### config.mk
export PLATFORM = sky130hd
export DESIGN_NAME = alu_li
export DESIGN_NICKNAME = d
export VERILOG_FILES = /design/src/rtl/alu_li.sv
export SDC_FILE = /design/constraint.sdc
export NUM_CORES = 2
export LEC_CHECK = 0
export CAP_MARGIN = 0
export CORE_ASPECT_RATIO = 0.7
export CORE_MARGIN = 4
export CORE_UTILIZATION = 50
export CTS_BUF_LIST = sky130_fd_sc_hd__clkbuf_16
export DETAILED_ROUTE_END_ITERATION = 12
export PLACE_DENSITY = 0.77
export SKIP_LAST_GASP = 1
export SYNTH_ARGS = -nofsm -noshare
export SYNTH_HDL_FRONTEND = slang
export SYNTH_SLANG_ARGS = --single-unit
### constraint.sdc
create_clock -name clk -period 40.8 [get_ports clk]
set_clock_uncertainty 0.05 [all_clocks]
set_input_delay 4.08 -clock clk [delete_from_list [all_inputs] [get_ports clk]]
set_output_delay 4.08 -clock clk [all_outputs]
set_load 0.01 [all_outputs]
### src/rtl/alu_li.sv
// alu_li: latency-insensitive binary32 add/multiply leaf.
// One operation in flight; operands enter through a valid/ready channel,
// the result leaves through a valid/ready channel after ADD_S or MUL_S cycles.
// Subnormal inputs are read as signed zero and subnormal results flush to
// signed zero; rounding is round-to-nearest-even; any NaN becomes 0x7FC00000.

module alu_li #(
    parameter int WIDTH = 32,
    parameter int ADD_S = 2,
    parameter int MUL_S = 2
) (
    input  logic             clk,
    input  logic             reset,
    input  logic [WIDTH-1:0] a_in,
    input  logic [WIDTH-1:0] b_in,
    input  logic             op_in,
    input  logic             valid_in,
    output logic             ready_out,
    output logic [WIDTH-1:0] result_out,
    output logic             valid_out,
    input  logic             ready_in
);

    localparam int MAX_S = (ADD_S > MUL_S) ? ADD_S : MUL_S;
    localparam int CNT_W = $clog2(MAX_S + 1);
    localparam logic [31:0] QNAN = 32'h7FC0_0000;

    typedef enum logic [1:0] {
        ST_IDLE = 2'd0,
        ST_BUSY = 2'd1,
        ST_DONE = 2'd2
    } state_t;

    state_t             state_r;
    state_t             state_next_s;
    logic [CNT_W-1:0]   cnt_r;
    logic [CNT_W-1:0]   cnt_next_s;
    logic               accept_s;
    logic               finish_s;
    logic [WIDTH-1:0]   a_r;
    logic [WIDTH-1:0]   b_r;
    logic               op_r;
    logic [WIDTH-1:0]   fp_res_s;
    logic               ready_r;
    logic               valid_r;
    logic [WIDTH-1:0]   result_r;

    // True for an exponent of all ones with a non-zero fraction.
    function automatic logic is_nan(input logic [31:0] x);
        return (x[30:23] == 8'hFF) && (x[22:0] != 23'd0);
    endfunction

    // Leading-zero count of a 27-bit vector (27 when the vector is zero).
    function automatic logic [4:0] lzc27(input logic [26:0] v);
        logic [4:0] n;
        logic       found;
        n     = 5'd0;
        found = 1'b0;
        for (int i = 26; i >= 0; i--) begin
            if (found) begin
                n = n;
            end else if (v[i]) begin
                found = 1'b1;
            end else begin
                n = n + 5'd1;
            end
        end
        return n;
    endfunction

    // binary32 addition with guard/round/sticky alignment and RNE rounding.
    function automatic logic [31:0] fp_add(input logic [31:0] a, input logic [31:0] b);
        logic               sa, sb, sl, ss, sticky, rnd;
        logic [7:0]         ea, eb, el, es, d;
        logic [22:0]        fa, fb;
        logic [23:0]        ml, ms;
        logic [26:0]        mlx, msx_full, msx, mask, norm;
        logic [27:0]        sum;
        logic [4:0]         lz;
        logic signed [11:0] ex;
        logic [24:0]        mr;
        logic [31:0]        res;
        sa = a[31]; ea = a[30:23]; fa = a[22:0];
        sb = b[31]; eb = b[30:23]; fb = b[22:0];
        sl = 1'b0; ss = 1'b0; el = 8'd0; es = 8'd0; d = 8'd0;
        ml = 24'd0; ms = 24'd0; mlx = 27'd0; msx_full = 27'd0; msx = 27'd0;
        mask = 27'd0; norm = 27'd0; sum = 28'd0; lz = 5'd0; ex = 12'sd0;
        mr = 25'd0; sticky = 1'b0; rnd = 1'b0; res = 32'd0;
        if (is_nan(a) || is_nan(b)) begin
            res = QNAN;
        end else if (ea == 8'hFF && eb == 8'hFF) begin
            res = (sa != sb) ? QNAN : {sa, 8'hFF, 23'd0};
        end else if (ea == 8'hFF) begin
            res = {sa, 8'hFF, 23'd0};
        end else if (eb == 8'hFF) begin
            res = {sb, 8'hFF, 23'd0};
        end else if (ea == 8'd0 && eb == 8'd0) begin
            // Only (-0)+(-0) keeps the minus sign.
            res = {sa & sb, 31'd0};
        end else if (ea == 8'd0) begin
            res = b;
        end else if (eb == 8'd0) begin
            res = a;
        end else begin
            // Order by magnitude so the subtraction below never goes negative.
            if ({ea, fa} >= {eb, fb}) begin
                sl = sa; el = ea; ml = {1'b1, fa};
                ss = sb; es = eb; ms = {1'b1, fb};
            end else begin
                sl = sb; el = eb; ml = {1'b1, fb};
                ss = sa; es = ea; ms = {1'b1, fa};
            end
            d        = el - es;
            mlx      = {ml, 3'b000};
            msx_full = {ms, 3'b000};
            if (d >= 8'd27) begin
                msx = 27'd1;
            end else begin
                mask   = (27'd1 << d) - 27'd1;
                sticky = |(msx_full & mask);
                msx    = (msx_full >> d) | {26'd0, sticky};
            end
            if (sl ^ ss) begin
                sum = {1'b0, mlx} - {1'b0, msx};
            end else begin
                sum = {1'b0, mlx} + {1'b0, msx};
            end
            if (sum == 28'd0) begin
                // Exact cancellation always yields +0.
                res = 32'd0;
            end else begin
                if (sum[27]) begin
                    norm = sum[27:1] | {26'd0, sum[0]};
                    ex   = $signed({4'd0, el}) + 12'sd1;
                end else begin
                    lz   = lzc27(sum[26:0]);
                    norm = sum[26:0] << lz;
                    ex   = $signed({4'd0, el}) - $signed({7'd0, lz});
                end
                rnd = norm[2] & (norm[1] | norm[0] | norm[3]);
                mr  = {1'b0, norm[26:3]} + {24'd0, rnd};
                if (mr[24]) begin
                    mr = mr >> 1;
                    ex = ex + 12'sd1;
                end else begin
                    mr = mr;
                end
                if (ex >= 12'sd255) begin
                    res = {sl, 8'hFF, 23'd0};
                end else if (ex <= 12'sd0) begin
                    res = {sl, 31'd0};
                end else begin
                    res = {sl, ex[7:0], mr[22:0]};
                end
            end
        end
        return res;
    endfunction

    // binary32 multiplication: 24x24 product, normalise, RNE rounding.
    function automatic logic [31:0] fp_mul(input logic [31:0] a, input logic [31:0] b);
        logic               sgn, g, st, rnd;
        logic [7:0]         ea, eb;
        logic [47:0]        p;
        logic [23:0]        mm;
        logic signed [11:0] ex;
        logic [24:0]        mr;
        logic [31:0]        res;
        sgn = a[31] ^ b[31];
        ea  = a[30:23];
        eb  = b[30:23];
        p = 48'd0; mm = 24'd0; g = 1'b0; st = 1'b0; rnd = 1'b0;
        ex = 12'sd0; mr = 25'd0; res = 32'd0;
        if (is_nan(a) || is_nan(b)) begin
            res = QNAN;
        end else if (ea == 8'hFF) begin
            res = (eb == 8'd0) ? QNAN : {sgn, 8'hFF, 23'd0};
        end else if (eb == 8'hFF) begin
            res = (ea == 8'd0) ? QNAN : {sgn, 8'hFF, 23'd0};
        end else if (ea == 8'd0 || eb == 8'd0) begin
            res = {sgn, 31'd0};
        end else begin
            p  = {24'd0, 1'b1, a[22:0]} * {24'd0, 1'b1, b[22:0]};
            ex = $signed({4'd0, ea}) + $signed({4'd0, eb}) - 12'sd127;
            if (p[47]) begin
                mm = p[47:24];
                g  = p[23];
                st = |p[22:0];
                ex = ex + 12'sd1;
            end else begin
                mm = p[46:23];
                g  = p[22];
                st = |p[21:0];
            end
            rnd = g & (st | mm[0]);
            mr  = {1'b0, mm} + {24'd0, rnd};
            if (mr[24]) begin
                mr = mr >> 1;
                ex = ex + 12'sd1;
            end else begin
                mr = mr;
            end
            if (ex >= 12'sd255) begin
                res = {sgn, 8'hFF, 23'd0};
            end else if (ex <= 12'sd0) begin
                res = {sgn, 31'd0};
            end else begin
                res = {sgn, ex[7:0], mr[22:0]};
            end
        end
        return res;
    endfunction

    // Next-state and counter logic of the IDLE/BUSY/DONE handshake FSM.
    always_comb begin
        state_next_s = state_r;
        cnt_next_s   = cnt_r;
        accept_s     = 1'b0;
        finish_s     = 1'b0;
        case (state_r)
            ST_IDLE: begin
                if (valid_in && ready_r) begin
                    accept_s     = 1'b1;
                    state_next_s = ST_BUSY;
                    cnt_next_s   = op_in ? CNT_W'(MUL_S) : CNT_W'(ADD_S);
                end else begin
                    state_next_s = ST_IDLE;
                end
            end
            ST_BUSY: begin
                if (cnt_r <= CNT_W'(1)) begin
                    finish_s     = 1'b1;
                    state_next_s = ST_DONE;
                    cnt_next_s   = CNT_W'(0);
                end else begin
                    cnt_next_s   = cnt_r - CNT_W'(1);
                end
            end
            ST_DONE: begin
                if (ready_in) begin
                    state_next_s = ST_IDLE;
                end else begin
                    state_next_s = ST_DONE;
                end
            end
            default: begin
                state_next_s = ST_IDLE;
                cnt_next_s   = CNT_W'(0);
            end
        endcase
    end

    // Arithmetic result from the latched operands; only sampled on expiry.
    always_comb begin
        fp_res_s = op_r ? fp_mul(a_r, b_r) : fp_add(a_r, b_r);
    end

    // FSM state and latency counter registers.
    always_ff @(posedge clk or negedge reset) begin
        if (!reset) begin
            state_r <= ST_IDLE;
            cnt_r   <= CNT_W'(0);
        end else begin
            state_r <= state_next_s;
            cnt_r   <= cnt_next_s;
        end
    end

    // Operand capture at acceptance so later input changes cannot leak in.
    always_ff @(posedge clk or negedge reset) begin
        if (!reset) begin
            a_r  <= '0;
            b_r  <= '0;
            op_r <= 1'b0;
        end else if (accept_s) begin
            a_r  <= a_in;
            b_r  <= b_in;
            op_r <= op_in;
        end else begin
            op_r <= op_r;
        end
    end

    // Registered handshake outputs and result, derived from the next state.
    always_ff @(posedge clk or negedge reset) begin
        if (!reset) begin
            ready_r  <= 1'b1;
            valid_r  <= 1'b0;
            result_r <= '0;
        end else begin
            ready_r <= (state_next_s == ST_IDLE);
            valid_r <= (state_next_s == ST_DONE);
            if (finish_s) begin
                result_r <= fp_res_s;
            end else begin
                result_r <= result_r;
            end
        end
    end

    assign ready_out  = ready_r;
    assign valid_out  = valid_r;
    assign result_out = result_r;

endmodule

======== Word level (Yosys, flattened, before mapping) ========
Index checks and enable logic that the tools add are counted.
Widths: inputs -> output; s select.
word-level totals
  register bits ........................... 103
  input port bits ......................... 69
  output and inout port bits .............. 34
  logic and storage cells ................. 826
operators by class
  add/subtract/negate cells ............... 40
  multipliers ............................. 1
  magnitude comparators ................... 7
  equal/unequal tests ..................... 7
  shift-type cells ........................ 3
  mux-type cells .......................... 730
  bitwise operators ....................... 12
  reductions and logical operators ........ 18
operators by type and width
  cell                  number
  $mux 5                295
  $mux 32               15
  $mux 27               17
  $mux 24               19
  $mux 12               28
  $mux 1                317
  $mux 28               8
  $mux 31               5
  $add 5x1->5 const B   26
  $mux 8                16
  $mux 23               4
  $or 27x1->27          2
  $add 24x1->25         2
  $mul 24x24->48        1
  $reduce_bool 23->1    2
  $ge 31x31->1          1
  $add 27x27->28        1
  $logic_not 28->1      1
  $sub 27x27->28        1
  $and 27x27->27        1
  $reduce_or 27->1      1
  $shl 1x8->27 const A  1
  $shl 27x5->27         1
  $shr 27x8->27         1
  31 further kinds      52

======== Logic depth before layout (Yosys ltp) ========
  word-level depth ........................ 389
  gate-level depth with buffers ........... 137
  depth with buffers taken out ............ 125

======== Worst setup path before layout ========
OpenSTA, ideal clock, no wires.
  path type ............................... reg-to-reg
  start point ............................. register a_r[0]
  end point ............................... register result_r[29], in the netlist result_out[29]
  library setup time ...................... 126 ps
  data arrival time ....................... 23148 ps
  required time ........................... 40624 ps
  setup slack ............................. 17476 ps
  cell stages (with the launch flop) ...... 129
  path buffers ............................ 15
  period minus slack after synthesis ...... 23324 ps
  path through ............................ dfrtp_1 -> clkbuf_1 -> inv_1 -> clkbuf_1 -> ha_1 -> nand3b_1 -> a21oi_1 -> o221a_2 -> o21a_1 -> buf_4 -> nor2_2 -> buf_2 -> buf_2 -> buf_1 -> clkbuf_1 -> a21oi_1 -> ha_1 -> nor2_1 -> (+93 left out) -> a21oi_1 -> a21bo_2 -> clkbuf_1 -> buf_1 -> mux2i_1 -> mux2_2 -> o22ai_1 -> ha_1 -> inv_1 -> o41ai_1 -> nand2b_1 -> or2_2 -> a2111oi_4 -> nand3_4 -> or4_1 -> xnor2_1 -> nor2_1 -> o311a_1
between the ends
  cells in the longest elaborated chain, start to end .. 389
  elaborated cells between the ends (all ways) .. 776
  classes of those cells .................. add/sub: 36; mul: 1; order compare: 6; shift: 3; mux: 714; bitwise: 9; reduce/logical: 7
RTL lines
  what                    line  text
  start, declared         40    logic [WIDTH-1:0] a_r;
  start signal, assigned  276   a_r <= a_in;
  $ge 31x31->1            106   if ({ea, fa} >= {eb, fb}) begin
  $mux 8                  106
  $mux 8                  102   end else if (eb == 8'd0) begin
  $mux 8                  100   end else if (ea == 8'd0) begin
  $mux 8                  97    end else if (ea == 8'd0 && eb == 8'd0) begin
  $mux 8                  95    end else if (eb == 8'hFF) begin
  $mux 8                  93    end else if (ea == 8'hFF) begin
  $mux 8                  91    end else if (ea == 8'hFF && eb == 8'hFF) begin
  (+373 left out)         -
  $mux 32                 102
  $mux 32                 100
  $mux 32                 97
  $mux 32                 95
  $mux 32                 93
  $mux 32                 91
  $mux 32                 89    if (is_nan(a) || is_nan(b)) begin
  $mux 32 *               255   fp_res_s = op_r ? fp_mul(a_r, b_r) : fp_add(a_r, b_r);
  end signal, assigned    294   result_r <= fp_res_s;
  end signal, assigned    296   result_r <= result_r;
  end, declared           46    logic [WIDTH-1:0] result_r;
Mark *: on every way between the ends. The rest lies on a longest branch, timed or not. The select of a mux whose other input is x is not followed.
A chain may end at the register's enable or synchronous reset.

======== Worst setup path in the final report ========
  start point ............................. register b_r[2]
  end point ............................... register result_r[18], in the netlist result_out[18]
between the ends
  cells in the longest elaborated chain, start to end .. 389
  elaborated cells between the ends (all ways) .. 778
  classes of those cells .................. add/sub: 36; mul: 1; order compare: 6; shift: 3; mux: 716; bitwise: 9; reduce/logical: 7
RTL lines
  what                    line  text
  start, declared         41    logic [WIDTH-1:0] b_r;
  start signal, assigned  277   b_r <= b_in;
  $ge 31x31->1            106
  $mux 8                  106
  $mux 8                  102
  $mux 8                  100
  $mux 8                  97
  $mux 8                  95
  $mux 8                  93
  $mux 8                  91
  (+373 left out)         -
  $mux 32                 102
  $mux 32                 100
  $mux 32                 97
  $mux 32                 95
  $mux 32                 93
  $mux 32                 91
  $mux 32                 89
  $mux 32 *               255
Marked as above.

==> impl_metrics.csv <==
group,metric,value,unit
worst_setup_path,cp-endpoint,"result_out[18]",
timing,slew_headroom,13.6,%
placed_design,io_buffers,102,
synth,yosys_warnings,0,
placed_design,place_hpwl,127,mm
timing,hold_violations,0,
clock_network,cts_tree,"built",
worst_setup_path,worst_r2r_endpoint,"result_out[18]",
worst_setup_path,cp_slowest_cell,"o311ai_0",
timing,tightestPinTransition,1.28,ns
synth,synthArstFlopShare,100,%
timing,totalNegativeSetupSlack,0,ns
status,outcome,"finished, final reports clean",
timing,post-route-period-util,70.5,%
timing,hold_ws,0.461,ns
cells_and_area,fill_cells,7667,
synth,synth_fp_nets,6204,
cells_and_area,drive_above_1_share,5.99,%
die,core,0.0808,mm²
timing,max_freq,34.8,MHz
clock_network,clock-sinks,103,
detailed_routing,drt_pass1_iterations,7,
clock_network,clock-root-buffer,"clkbuf_16",
worst_setup_path,r2r_slack,12.03,ns
detailed_routing,wl_per_cell,25.6,µm
detailed_routing,routed_via_density,6.54,
cells_and_area,area_growth,5.54,%
run,cap_violations,0,
hold_path,hold_path_class,"register to register",
synth,synthFlopType,"dfrtp_1",
global_routing,grt_pass1_wl,245,mm
worst_setup_path,startpoint_type,"register",
timing,rsz0062_at_grt,"false",
clock_network,htree_num_levels,3,
detailed_routing,vias,41300,
worst_setup_path,reg2reg_from,"b_r[2]",
die,die-area,0.0865,mm²
die,die_y,247,µm
die,die_w,350,µm
detailed_routing,drc,0,
synth,syn_area,0.0409,mm²
die,ioPinCount,103,
worst_setup_path,endpoint_kind,"register",
synth,yosys.area.top_type,"fa_1",
timing,period_needed,28.77,ns
die,rows,87,
global_routing,grt_max_degree,89,
clock_network,clk_latency,0.41,ns
worst_setup_path,cp_max_fo,45,
global_routing,overflow,0,
worst_setup_path,crit_arrival,29.05,ns
cells_and_area,layout_common_cells,"713 x nand2_1, 625 x inv_1, 485 x fa_1, 380 x nor2_1, 324 x ha_1",
synth,ys_types,126,
clock_network,clk_pin_slew,0.10,ns
detailed_routing,ant_nets,0,
timing,setup_viol,0,
clock_network,clockBufferDepth,2,
clock_network,post_cts_buffers,0,
clock_network,hold_buffers,0,
global_routing,grt.total_usage,37.0,%
worst_setup_path,required,41.08,ns
synth,synth_cells,5325,
synth,synthTopCellsByArea,"fa_1 24%, ha_1 9.9%, nand2_1 6.6%",
synth,synth_seq_cells,103,
synth,avgSynthCellArea,7.68,µm²
placed_design,gp_congestion,1.04,
synth,seq_area_frac_synth,6.31,%
clock_network,cts_resized,0,
detailed_routing,totalWireLength,162,mm
worst_setup_path,cp_slowest_stage_delay,1.03,ns
synth,synth_top_area_share,23.7,%
cells_and_area,final_nets,6119,
cells_and_area,final_common_cell,"nand2_1",
worst_setup_path,critPathLaunch,"b_r[2]",
clock_network,numCtsBuffers,9,
global_routing,antenna_found_initial,3,
detailed_routing,initialDrtViolationCount,6318,
timing,final_max_slew_viol_count,0,
worst_setup_path,path_class,"register to register",
die,start_util,50.6,%
worst_setup_path,critPathMostFrequentCell,"ha_1",
synth,synth-edff-count,0,
global_routing,grt_pass1_vias,38900,
worst_setup_path,reg2reg_depth,121,
## area by class of cell
class                           count  area, µm²  area share, %
Tap cell                         1068       1340           3.10
Clock inverter                      7       98.8          0.229
Multi-Input combinational cell   4284      34700           80.4
Antenna cell                        4       10.0         0.0232
Sequential cell                   103       2580           5.97
Inverter                          634       2380           5.51
Timing Repair Buffer              208       1810           4.20
Clock buffer                        9        225          0.522
## logic make-up after synthesis
logic type,count (synthesis),share of synthesized area (%)
AOI/OAI and AO/OA,1158,18.9
muxes,145,3.95
and+or+nand+nor,1969,23.4
DFF,103,6.31
buffers and inverters,938,8.98
xor gates and xnor gates,202,4.78
adders and majority gates,810,33.7
## through the flow
step	setup slack (ns)	utilization [%]	std cells	instance area, µm²
4_1_cts	13.27	53.4	6313	43200
3_3_place_gp	13.89	53.0	6297	42800
2_1_floorplan	17.48	-	5325	40900
6_report	12.03	53.4	6317	43200
3_5_place_dp	13.40	53.0	6297	42800
5_1_grt	10.24	53.4	6313	43200
## worst min-delay path by stage
| stage | from | endpoint | cells past startpoint |
|---|---|---|---|
| global placement | result_out[31] | result_out[31] | 2 |
| finish | cnt_r[0] | cnt_r[0] | 1 |
| global route | cnt_r[0] | cnt_r[0] | 1 |
| floorplan | cnt_r[0] | cnt_r[0] | 1 |
| CTS | cnt_r[0] | cnt_r[0] | 1 |
| detailed placement | cnt_r[0] | cnt_r[0] | 1 |
## routing by layer
layer / part of all wire [%] / wire (µm) / global-route usage (%) / up-vias
li1: - / - / - / 18000
met1: 43 / 69200 / 55.2 / 20000
met2: 37 / 59900 / 47.9 / 2969
met3: 17 / 27000 / 15.7 / 382
met4: 3.4 / 5480 / 10.1 / 4
met5: 0.014 / 22 / 0 / -
## critical path, delay by kind of cell (launching register included)
kind / cells / cell delay, ns
DFF: 1 / 0.86
adders and majority gates: 18 / 5.07
buffers and inverters: 12 / 2.44
xor gates and xnor gates: 5 / 1.01
muxes: 8 / 1.45
and+or+nand+nor: 36 / 5.91
AOI/OAI and AO/OA: 42 / 11.80
## cells in the mapped netlist (all sizes together) (33+ instances only)
cell type / instances
o21ai: 294
clkbuf: 236
and3: 45
mux2: 52
nor4: 54
a31oi: 46
inv: 628
fa: 485
nand2b: 35
nand4: 49
a21o: 67
and2: 219
mux2i: 85
xor2: 59
dfrtp: 102
o21bai: 39
nand2: 716
a211oi: 44
xnor2: 134
a21oi: 274
buf: 68
nor2: 387
nor3: 127
or2: 33
o211ai: 51
ha: 325
nand3: 144
## state kept, by name (all words and copies together), names as in the netlist
register / flops
cnt_r: 2
valid_out: 1
a_r: 32
b_r: 32
result_out: 32
ready_out: 1
state_r: 2
op_r: 1
Power is left out: the tool's default activity adds up to more than one toggle a clock period on the data nets, which glitch-free logic cannot reach.
